File: src/rtl/mdu_div_iter_pkg.sv
// Shared definitions for the iterative divider: default operand width and
// the FSM state encoding used by mdu_div_iter.
package mdu_div_iter_pkg;

  localparam int DIV_WIDTH = 32;

  typedef enum logic [1:0] {
    ST_IDLE = 2'd0,
    ST_RUN  = 2'd1,
    ST_FIX  = 2'd2
  } div_state_e;

endpackage

File: src/rtl/mdu_div_iter_if.sv
// Request/result bundle between the control unit / register file and the
// iterative divider. The master drives the request, the slave (the divider)
// drives the results. Build option MDU_DIV_ZERO_DETECT_EN adds div_zero.
import mdu_div_iter_pkg::*;

interface mdu_div_iter_if #(
  parameter int WIDTH = DIV_WIDTH
);
  logic             start;
  logic             is_signed;
  logic [WIDTH-1:0] dividend;
  logic [WIDTH-1:0] divisor;
  logic [WIDTH-1:0] quotient;
  logic [WIDTH-1:0] remainder;
  logic             busy;
  logic             done;
`ifdef MDU_DIV_ZERO_DETECT_EN
  logic             div_zero;
`endif

  modport master (
    output start, is_signed, dividend, divisor,
`ifdef MDU_DIV_ZERO_DETECT_EN
    input  div_zero,
`endif
    input  quotient, remainder, busy, done
  );

  modport slave (
    input  start, is_signed, dividend, divisor,
`ifdef MDU_DIV_ZERO_DETECT_EN
    output div_zero,
`endif
    output quotient, remainder, busy, done
  );
endinterface

File: src/rtl/mdu_div_iter_div_step.sv
// One restoring-division slice: shift the next dividend bit into the partial
// remainder, trial-subtract the divisor magnitude and either keep the
// difference (quotient bit 1) or restore the shifted value (quotient bit 0).
module mdu_div_iter_div_step #(
  parameter int WIDTH = 32
) (
  input  logic [WIDTH-1:0] rem_in,
  input  logic             bit_in,
  input  logic [WIDTH-1:0] dvsr,
  output logic [WIDTH-1:0] rem_out,
  output logic             q_bit
);
  // One extra bit so the borrow of the trial subtract shows up in the MSB.
  // The partial remainder is always below the divisor, so the shifted value
  // is below twice the divisor and the MSB is a reliable sign.
  logic [WIDTH:0] shifted;
  logic [WIDTH:0] diff;

  assign shifted = {rem_in, bit_in};
  assign diff    = shifted - {1'b0, dvsr};
  assign q_bit   = ~diff[WIDTH];
  assign rem_out = q_bit ? diff[WIDTH-1:0] : shifted[WIDTH-1:0];
endmodule

File: src/rtl/mdu_div_iter.sv
// Iterative restoring divider for DIV/DIVU: one quotient bit per clock,
// WIDTH iterations, then a single fix-up cycle that applies the signs and
// registers the results. Fixed latency, data independent.
// Build option MDU_DIV_ZERO_DETECT_EN: a zero divisor skips the iterations
// and flags div_zero in the done cycle.
module mdu_div_iter
  import mdu_div_iter_pkg::*;
#(
  parameter int WIDTH = DIV_WIDTH
) (
  input  logic          clk,
  input  logic          rst,
  mdu_div_iter_if.slave bus
);
  localparam int CNT_W = (WIDTH > 1) ? $clog2(WIDTH) : 1;

  div_state_e       state_reg, state_next;
  logic [WIDTH-1:0] rem_reg;       // partial remainder
  logic [WIDTH-1:0] dvd_reg;       // dividend bits shift out, quotient bits shift in
  logic [WIDTH-1:0] dvsr_reg;      // divisor magnitude
  logic             q_neg_reg;
  logic             r_neg_reg;
  logic [CNT_W-1:0] cnt_reg;
  logic [WIDTH-1:0] quotient_reg;
  logic [WIDTH-1:0] remainder_reg;
  logic             done_reg;
`ifdef MDU_DIV_ZERO_DETECT_EN
  logic             dz_reg;        // captured divisor was zero
  logic [WIDTH-1:0] raw_dvd_reg;   // dividend as presented, for the zero case
  logic             div_zero_reg;
`endif

  logic [WIDTH-1:0] step_rem;
  logic             step_q;
  logic             last_iter;
  logic             a_neg;
  logic             b_neg;

  assign last_iter = (cnt_reg == CNT_W'(WIDTH - 1));
  assign a_neg     = bus.is_signed & bus.dividend[WIDTH-1];
  assign b_neg     = bus.is_signed & bus.divisor[WIDTH-1];

  mdu_div_iter_div_step #(.WIDTH(WIDTH)) u_step (
    .rem_in  (rem_reg),
    .bit_in  (dvd_reg[WIDTH-1]),
    .dvsr    (dvsr_reg),
    .rem_out (step_rem),
    .q_bit   (step_q)
  );

  // FSM state register.
  always_ff @(posedge clk) begin
    if (rst) state_reg <= ST_IDLE;
    else     state_reg <= state_next;
  end

  // Next-state logic: IDLE waits for start, RUN iterates, FIX lasts one cycle.
  always_comb begin
    state_next = state_reg;
    case (state_reg)
      ST_IDLE: if (bus.start) state_next = ST_RUN;
      ST_RUN: begin
        if (last_iter) state_next = ST_FIX;
`ifdef MDU_DIV_ZERO_DETECT_EN
        if (dz_reg) state_next = ST_FIX;
`endif
      end
      ST_FIX:  state_next = ST_IDLE;
      default: state_next = ST_IDLE;
    endcase
  end

  // Datapath: operand capture, per-cycle iteration and result fix-up.
  always_ff @(posedge clk) begin
    if (rst) begin
      rem_reg       <= '0;
      dvd_reg       <= '0;
      dvsr_reg      <= '0;
      q_neg_reg     <= 1'b0;
      r_neg_reg     <= 1'b0;
      cnt_reg       <= '0;
      quotient_reg  <= '0;
      remainder_reg <= '0;
      done_reg      <= 1'b0;
`ifdef MDU_DIV_ZERO_DETECT_EN
      dz_reg        <= 1'b0;
      raw_dvd_reg   <= '0;
      div_zero_reg  <= 1'b0;
`endif
    end else begin
      done_reg <= (state_reg == ST_FIX);
`ifdef MDU_DIV_ZERO_DETECT_EN
      div_zero_reg <= (state_reg == ST_FIX) && dz_reg;
`endif
      case (state_reg)
        ST_IDLE: begin
          if (bus.start) begin
            dvd_reg   <= a_neg ? -bus.dividend : bus.dividend;
            dvsr_reg  <= b_neg ? -bus.divisor  : bus.divisor;
            q_neg_reg <= a_neg ^ b_neg;
            r_neg_reg <= a_neg;
            rem_reg   <= '0;
            cnt_reg   <= '0;
`ifdef MDU_DIV_ZERO_DETECT_EN
            dz_reg      <= (bus.divisor == '0);
            raw_dvd_reg <= bus.dividend;
`endif
          end
        end
        ST_RUN: begin
          rem_reg <= step_rem;
          dvd_reg <= {dvd_reg[WIDTH-2:0], step_q};
          cnt_reg <= cnt_reg + CNT_W'(1);
        end
        ST_FIX: begin
          quotient_reg  <= q_neg_reg ? -dvd_reg : dvd_reg;
          remainder_reg <= r_neg_reg ? -rem_reg : rem_reg;
`ifdef MDU_DIV_ZERO_DETECT_EN
          if (dz_reg) begin
            quotient_reg  <= '1;
            remainder_reg <= raw_dvd_reg;
          end
`endif
        end
        default: ;
      endcase
    end
  end

  assign bus.quotient  = quotient_reg;
  assign bus.remainder = remainder_reg;
  assign bus.busy      = (state_reg != ST_IDLE);
  assign bus.done      = done_reg;
`ifdef MDU_DIV_ZERO_DETECT_EN
  assign bus.div_zero  = div_zero_reg;
`endif
endmodule
File: src/flat_wrapper.sv
// flat-port wrapper written by rule: the top's interface ports become plain ports
module mdu_div_iter_flat import mdu_div_iter_pkg::*;
#(
  parameter int WIDTH = DIV_WIDTH
)
  (clk, rst, bus_start, bus_is_signed, bus_dividend, bus_divisor, bus_quotient, bus_remainder, bus_busy, bus_done);
  mdu_div_iter_if #(.WIDTH(WIDTH)) bus_i ();
  input  logic clk;
  input  logic rst;
  input wire logic [$bits(bus_i.start)-1:0] bus_start;
  input wire logic [$bits(bus_i.is_signed)-1:0] bus_is_signed;
  input wire logic [$bits(bus_i.dividend)-1:0] bus_dividend;
  input wire logic [$bits(bus_i.divisor)-1:0] bus_divisor;
  output wire logic [$bits(bus_i.quotient)-1:0] bus_quotient;
  output wire logic [$bits(bus_i.remainder)-1:0] bus_remainder;
  output wire logic [$bits(bus_i.busy)-1:0] bus_busy;
  output wire logic [$bits(bus_i.done)-1:0] bus_done;
  assign bus_i.start = bus_start;
  assign bus_i.is_signed = bus_is_signed;
  assign bus_i.dividend = bus_dividend;
  assign bus_i.divisor = bus_divisor;
  assign bus_quotient = bus_i.quotient;
  assign bus_remainder = bus_i.remainder;
  assign bus_busy = bus_i.busy;
  assign bus_done = bus_i.done;
  mdu_div_iter #(.WIDTH(WIDTH)) u_core (.clk(clk), .rst(rst), .bus(bus_i));
endmodule
File: config.mk
export PLATFORM = sky130hd
export DESIGN_NAME = mdu_div_iter_flat
export DESIGN_NICKNAME = d
export VERILOG_FILES = /design/src/rtl/mdu_div_iter_pkg.sv /design/src/rtl/mdu_div_iter_if.sv /design/src/rtl/mdu_div_iter_div_step.sv /design/src/rtl/mdu_div_iter.sv /design/src/flat_wrapper.sv
export SDC_FILE = /design/constraint.sdc
export NUM_CORES = 1
export LEC_CHECK = 0
export ABC_AREA = 1
export CORE_ASPECT_RATIO = 2
export CORE_MARGIN = 2
export CORE_UTILIZATION = 60
export DETAILED_ROUTE_END_ITERATION = 8
export PLACE_DENSITY_LB_ADDON = 0.2
export SYNTH_ARGS = -nofsm -noshare
export SYNTH_HDL_FRONTEND = slang
export SYNTH_SLANG_ARGS = --single-unit
export TNS_END_PERCENT = 10
File: constraint.sdc
create_clock -name clk -period 6.5 [get_ports clk]
set_input_delay 1.3 -clock clk [delete_from_list [all_inputs] [get_ports clk]]
set_output_delay 1.3 -clock clk [all_outputs]
set_load 0.02 [all_outputs]
==> results.sh, run 1 <==
export IMPL_gr_usage_met2=0.773
export IMPL_cts_sinks=170
export IMPL_synth_xor_area_frac=0.0589
export IMPL_synthMuxAreaShare=0
export IMPL_slew_headroom=0.237
export IMPL_clkTransAtPathRegs_ns=0.07
export IMPL_h_tree_depth=4
export IMPL_grt_pass1_wl_um=69500
export IMPL_power_density_nw_per_um2=507
export IMPL_fin_nets=2206
export IMPL_utilization=0.708
export IMPL_area_growth_pct=16.3
export IMPL_synthCells=2017
export IMPL_clockBufferDepth=2
export IMPL_critPathMaxFanout=31
export IMPL_r2r_cells=15
export IMPL_drive_gt1_frac=0.0559
export IMPL_max_freq_ghz=0.273
export IMPL_post_dp_hpwl_um=34400
export IMPL_cts_root_buf="clkbuf_16"
export IMPL_hold_slack_ns=0.471
export IMPL_rsz0062_at_grt="false"
export IMPL_grt_util_met1=0.348
export IMPL_dp_slack_ns=2.46
export IMPL_synth_edf_count=0
export IMPL_insertedDiodeCount=0
export IMPL_synth_common_cells="nand2_1 (522), inv_1 (281), nor2_1 (219)"
export IMPL_core_area_um2=20300
export IMPL_std_cell_rows=74
export IMPL_synth_net_count=2124
export IMPL_hold_path_class="reg -> reg"
export IMPL_drc_errors=0
export IMPL_syn_area_um2=12300
export IMPL_synth_top_area_cell="dfxtp_1"
export IMPL_viasPerCell=5.81
export IMPL_fin_area_um2=14400
export IMPL_post_cts_resized=0
export IMPL_ys_warn_count=0
export IMPL_fill_cells=1795
export IMPL_start_kind="input port"
export IMPL_wl_per_cell_um=19.1
export IMPL_fp_dieW_um=105
export IMPL_cts_hold_buf=0
export IMPL_end_kind="flop"
export IMPL_grt_pass1_vias=13700
export IMPL_met3_usage=0.0942
export IMPL_ys_top_cells_by_area="dfxtp_1 (28%), nand2_1 (16%), inv_1 (8.5%)"
export IMPL_synth_top_family_by_area="simple AND/OR/NAND/NOR gates"
export IMPL_busiest_layer="met2"
export IMPL_synth_ff_type="dfxtp_1"
export IMPL_finalHoldViolations=0
export IMPL_synth_cell_types=48
export IMPL_clkLatencyLatePin_ns=0.47
export IMPL_dpl_cell_area_um2=13700
export IMPL_tightestPinTransition_ns=1.14
export IMPL_post_synth_and_or_nand_nor_area_fraction=0.344
export IMPL_synthAdderAreaFrac=0.0401
export IMPL_slew_viol_final=0
export IMPL_peakVddDrop_mv=0.363
export IMPL_dr_pass1_iters=5
export IMPL_grt_max_degree=101
export IMPL_setup_viol=0
export IMPL_period_minus_slack_ns=3.66
export IMPL_leakage_nw=6.72
export IMPL_fin_skew_ns=0.0146
export IMPL_num_vias=13800
export IMPL_synth_top_cell_area_share=0.276
export IMPL_min_path_cells=2
export IMPL_cap_violations=0
export IMPL_postRouteAntennaNets=0
export IMPL_antenna_found_initial=0
export IMPL_synth_seq_area_share=0.276
export IMPL_numCtsBuffers=17
export IMPL_arrival_ns=4.04
export IMPL_worstPathRequired_ns=6.88
export IMPL_die_area_um2=21800
export IMPL_grt_overflow_total=0
export IMPL_grt_usage=0.420
export IMPL_cts_tree="built"
export IMPL_crit_type="in -> reg"
export IMPL_synth_area_per_cell_um2=6.12
export IMPL_post_cts_buffers=0
export IMPL_fp_dieH_um=207
export IMPL_start_util=0.609
export IMPL_drtIter0Drc=928
export IMPL_ys_async_sr_fraction=0
export IMPL_drt_total_wl_um=45400
export IMPL_yosysMostFrequentCell="nand2_1"
export IMPL_setup_tns_ns=0
export IMPL_ios=134
export IMPL_worst_slack_ns=2.84
export IMPL_fin_crit_sh=0.563
export IMPL_gp_congestion=1.02
export IMPL_ys_ff_latch=170
export IMPL_numPortBuffers=133
export IMPL_status="finished clean"
export IMPL_synth_compound_area_frac=0.165
[cells by family (layout without fill, tap and decap cells)]
| group | count (synthesis) | after routing |
|---|---|---|
| and+or+nand+nor | 991 | 991 |
| adders and majority gates | 39 | 39 |
| AOI/OAI and AO/OA | 359 | 359 |
| xor gates and xnor gates | 83 | 83 |
| DFF | 170 | 170 |
| buffers and inverters | 375 | 470 |
[placed cells by master, fill, tap and decap left out, types with 7 or more instances in the layout]
master | netlist | final
nor4_1 | 7 | 7
buf_4 | 0 | 7
inv_1 | 281 | 278
nor2_1 | 219 | 217
nor3_1 | 19 | 19
dfxtp_1 | 170 | 170
nand4_1 | 14 | 14
a22oi_1 | 15 | 15
a21oi_2 | 14 | 14
xor2_1 | 59 | 59
nand3_1 | 150 | 150
a31oi_1 | 15 | 15
o21ai_0 | 110 | 110
a21oi_1 | 149 | 149
o21ai_1 | 15 | 15
clkbuf_16 | 0 | 17
nand3b_1 | 14 | 14
o211ai_1 | 11 | 11
xnor2_1 | 24 | 24
inv_2 | 17 | 19
ha_1 | 38 | 38
nand2_1 | 522 | 522
nand2_2 | 18 | 18
clkdlybuf4s50_1 | 0 | 132
[through the flow]
step | instances | total power, mW
6_report | 2378 | 7.27
4_1_cts | 2378 | 7.07
3_3_place_gp | 2346 | 5.93
3_5_place_dp | 2346 | 6.01
5_1_grt | 2378 | 7.83
2_1_floorplan | 2017 | 4.84
[where the power goes]
part,internal [mW],total (mW),switching [mW]
logic,1.47,4.77,3.30
registers,1.17,1.46,0.290
clock network,0.549,1.05,0.498
[critical path, cell delays in order]
cell and delay (ns):
clkdlybuf4s50_1 0.53, nand2_1 0.40, inv_1 0.87, o21ai_0 0.34, nand2_1 0.18, xor2_1 0.19
nand2_1 0.07, a21oi_1 0.14
[worst paths after layout]
kind / start / to / slack, ns
max: bus_is_signed / u_core.dvd_reg[16] / 2.84
min: u_core.cnt_reg[4] / u_core.cnt_reg[4] / 0.47
max reg2reg: u_core.rem_reg[5] / u_core.rem_reg[11] / 3.53
min reg2reg: u_core.cnt_reg[4] / u_core.cnt_reg[4] / 0.47
[area by class of cell]
type	count	area (um^2)	area share
clock inverters	15	188	0.0131
multi-input cells	1472	7510	0.523
well taps	266	333	0.0232
flip-flops and latches	170	3400	0.237
clock buffers	17	425	0.0296
inverters	299	1120	0.0782
repair buffers	139	1370	0.0957
[routing by layer]
metal | vias to the layer above | wire length [um]
li1 | 6620 | -
met1 | 6257 | 13500
met2 | 626 | 23400
met3 | 311 | 2590
met4 | 0 | 5850
met5 | - | 0
Note: power is estimated with default switching activity, not from simulation.
==> inputs of run 2 (changes only) <==
--- a/config.mk
+++ b/config.mk
@@ -8,7 +8,7 @@
 export ABC_AREA = 1
 export CORE_ASPECT_RATIO = 2
 export CORE_MARGIN = 2
-export CORE_UTILIZATION = 60
+export CORE_UTILIZATION = 58
 export DETAILED_ROUTE_END_ITERATION = 8
 export PLACE_DENSITY_LB_ADDON = 0.2
 export SYNTH_ARGS = -nofsm -noshare
==> constraint.sdc (replaced) <==
create_clock -name clk -period 3.5 [get_ports clk]
set_input_delay 0.7 -clock clk [delete_from_list [all_inputs] [get_ports clk]]
set_output_delay 0.7 -clock clk [all_outputs]
set_load 0.02 [all_outputs]
==> run 2 against run 1 <==
Against the previous run: cell area rose by 0.80%; core utilization is 1.6 points lower; wire length rose by 0.28%; count of clock-buffer cells in the layout rose by 3; clock power rose by 95%; sequential power is 84% higher; non-clock buffer count is 11 higher; critical path depth grew 1; final cell count is 0.59% higher; combinational power rose by 93%; clock skew decreased by 0.0037 ns; power up 92%; largest cell class unchanged.
==> results.sh, run 2 (synthesis gave the netlist of run 1 again) <==
export IMPL_worstPathRequired_ns=3.82
export IMPL_cts_root_buf="clkbuf_16"
export IMPL_r2r_cells=9
export IMPL_rr_startpoint="u_core.rem_reg[7]"
export IMPL_antenna_found_initial=0
export IMPL_sw_frac_of_total=0.564
export IMPL_hp_start="u_core.dvsr_reg[31]"
export IMPL_std_cell_rows=75
export IMPL_gr_usage_met2=0.741
export IMPL_cp_top_family="XOR/XNOR gates"
export IMPL_whs_endpoint="u_core.dvsr_reg[31]"
export IMPL_start_util=0.590
export IMPL_cap_violations=0
export IMPL_min_path_cells=2
export IMPL_fin_crit_sh=0.845
export IMPL_setup_tns_ns=0
export IMPL_post_cts_resized=0
export IMPL_status="finished clean"
export IMPL_tightestPinTransition_ns=0.916
export IMPL_drc_errors=0
export IMPL_period_minus_slack_ns=2.96
export IMPL_path_buf_inv=1
export IMPL_finalHoldViolations=0
export IMPL_fin_nets=2217
export IMPL_wl_per_cell_um=19.0
export IMPL_grt_util_met1=0.340
export IMPL_busiest_layer="met2"
export IMPL_worstPathCellList="ha_1 -> nand2_1 -> inv_1 -> a21oi_1 -> nand3_1 -> xnor2_1 -> nand2_1 -> nand3_1 -> a21oi_1"
export IMPL_multi_input_area_um2=7510
export IMPL_met3_usage=0.100
export IMPL_power_density_nw_per_um2=963
export IMPL_area_growth_pct=17.2
export IMPL_slew_viol_final=0
export IMPL_rr_endpoint="u_core.rem_reg[9]"
export IMPL_ios=134
export IMPL_leakage_nw=6.79
export IMPL_critPathMaxStageDelay_ns=0.72
export IMPL_viasPerCell=5.71
export IMPL_numCtsBuffers=17
export IMPL_end_kind="flop"
export IMPL_cts_hold_buf=0
export IMPL_cts_sinks=170
export IMPL_start_kind="flop"
export IMPL_worst_slack_ns=0.542
export IMPL_core_area_um2=20900
export IMPL_insertedDiodeCount=0
export IMPL_p_int_mw=6.07
export IMPL_clkLatencyLatePin_ns=0.45
export IMPL_fp_dieH_um=210
export IMPL_postRouteAntennaNets=0
export IMPL_slew_headroom=0.385
export IMPL_fp_dieW_um=107
export IMPL_p_seq_frac=0.193
export IMPL_crit_type="reg -> reg"
export IMPL_gp_congestion=1.02
export IMPL_combPwrFrac=0.660
export IMPL_r2r_slack_ns=0.54
export IMPL_post_cts_buffers=0
export IMPL_clkTransAtPathRegs_ns=0.07
export IMPL_num_vias=13700
export IMPL_p_sw_mw=7.86
export IMPL_arrival_ns=3.27
export IMPL_h_tree_depth=4
export IMPL_drive_gt1_frac=0.0598
export IMPL_drtIter0Drc=805
export IMPL_drt_total_wl_um=45500
export IMPL_grt_overflow_total=0
export IMPL_fill_cells=1946
export IMPL_grt_pass1_wl_um=69500
export IMPL_critPathMaxFanout=5
export IMPL_grt_max_degree=83
export IMPL_die_area_um2=22500
export IMPL_peakVddDrop_mv=0.691
export IMPL_regArea_um2=3400
export IMPL_dr_pass1_iters=5
export IMPL_cp_depth=9
export IMPL_dp_slack_ns=0.609
export IMPL_pwr_share_clk=0.147
export IMPL_final_common_cell="nand2_1"
export IMPL_clockBufferDepth=2
export IMPL_hold_path_class="reg -> reg"
export IMPL_setup_viol=0
export IMPL_cts_tree="built"
export IMPL_finalPower_mw=13.9
export IMPL_numPortBuffers=133
export IMPL_fin_skew_ns=0.0109
export IMPL_crit_path_top_delay_cell="xnor2_1"
export IMPL_grt_usage=0.411
export IMPL_rsz0062_at_grt="false"
export IMPL_post_dp_hpwl_um=34900
export IMPL_hold_slack_ns=0.475
export IMPL_grt_pass1_vias=13300
export IMPL_max_freq_ghz=0.338
export IMPL_mostFrequentLayoutCells="nand2_1 (522), inv_1 (278), nor2_1 (217)"
[run 2: cell count changes in the layout (fill, tap and decap cells not counted), sizes merged]
cell | before | now
clkinvlp | 2 | 1
clkbuf | 17 | 20
inv | 301 | 303
bufinv | 1 | 3
buf | 7 | 18
clkinv | 10 | 4
[run 2: per-stage QoR]
stage          utilization  cell area [um^2]  cells
3_3_place_gp         0.661             13800   2360
2_1_floorplan            -             12300   2017
3_5_place_dp         0.661             13800   2360
6_report             0.691             14500   2392
4_1_cts              0.691             14500   2392
5_1_grt              0.691             14500   2392
[run 2: final cells by class]
class,instances,share of cell area
Timing Repair Buffer,150,0.102
Tap cell,269,0.0233
Inverter,299,0.0776
Clock buffer,20,0.0309
Multi-Input combinational cell,1472,0.519
Clock inverter,12,0.0126
Sequential cell,170,0.235
[run 2: how the worst max path moves through the flow]
stage | startpoint | endpoint
final | u_core.rem_reg[7] | u_core.rem_reg[9]
after global routing | u_core.rem_reg[6] | u_core.rem_reg[13]
after CTS | u_core.dvd_reg[31] | u_core.rem_reg[16]
after detailed placement | bus_divisor[1] | u_core.dvsr_reg[26]
after global placement | bus_divisor[1] | u_core.dvsr_reg[26]
after floorplan | u_core.dvd_reg[31] | u_core.rem_reg[16]
[run 2: power by group through the flow]
stage                     combinational [mW]  clock, mW  sequential [mW]
after floorplan                         6.55          0             2.43
after global placement                  8.56          0             2.66
after detailed placement                8.67          0             2.67
after CTS                               8.74       2.05             2.63
after global routing                    10.1       2.14             2.68
final                                   9.20       2.05             2.69
[run 2: layer usage]
layer,vias to the layer above,routed length [um]
met5,-,0
met2,522,23500
met1,6249,13600
met4,0,5890
li1,6623,-
met3,260,2530
[run 2: worst register-to-register path, cell delays in order, from the launching register on]
cell and delay [ns]:
dfxtp_1 0.63, ha_1 0.48, nand2_1 0.18, inv_1 0.07, a21oi_1 0.25, nand3_1 0.22, xnor2_1 0.72, nand2_1 0.11
nand3_1 0.09, a21oi_1 0.06
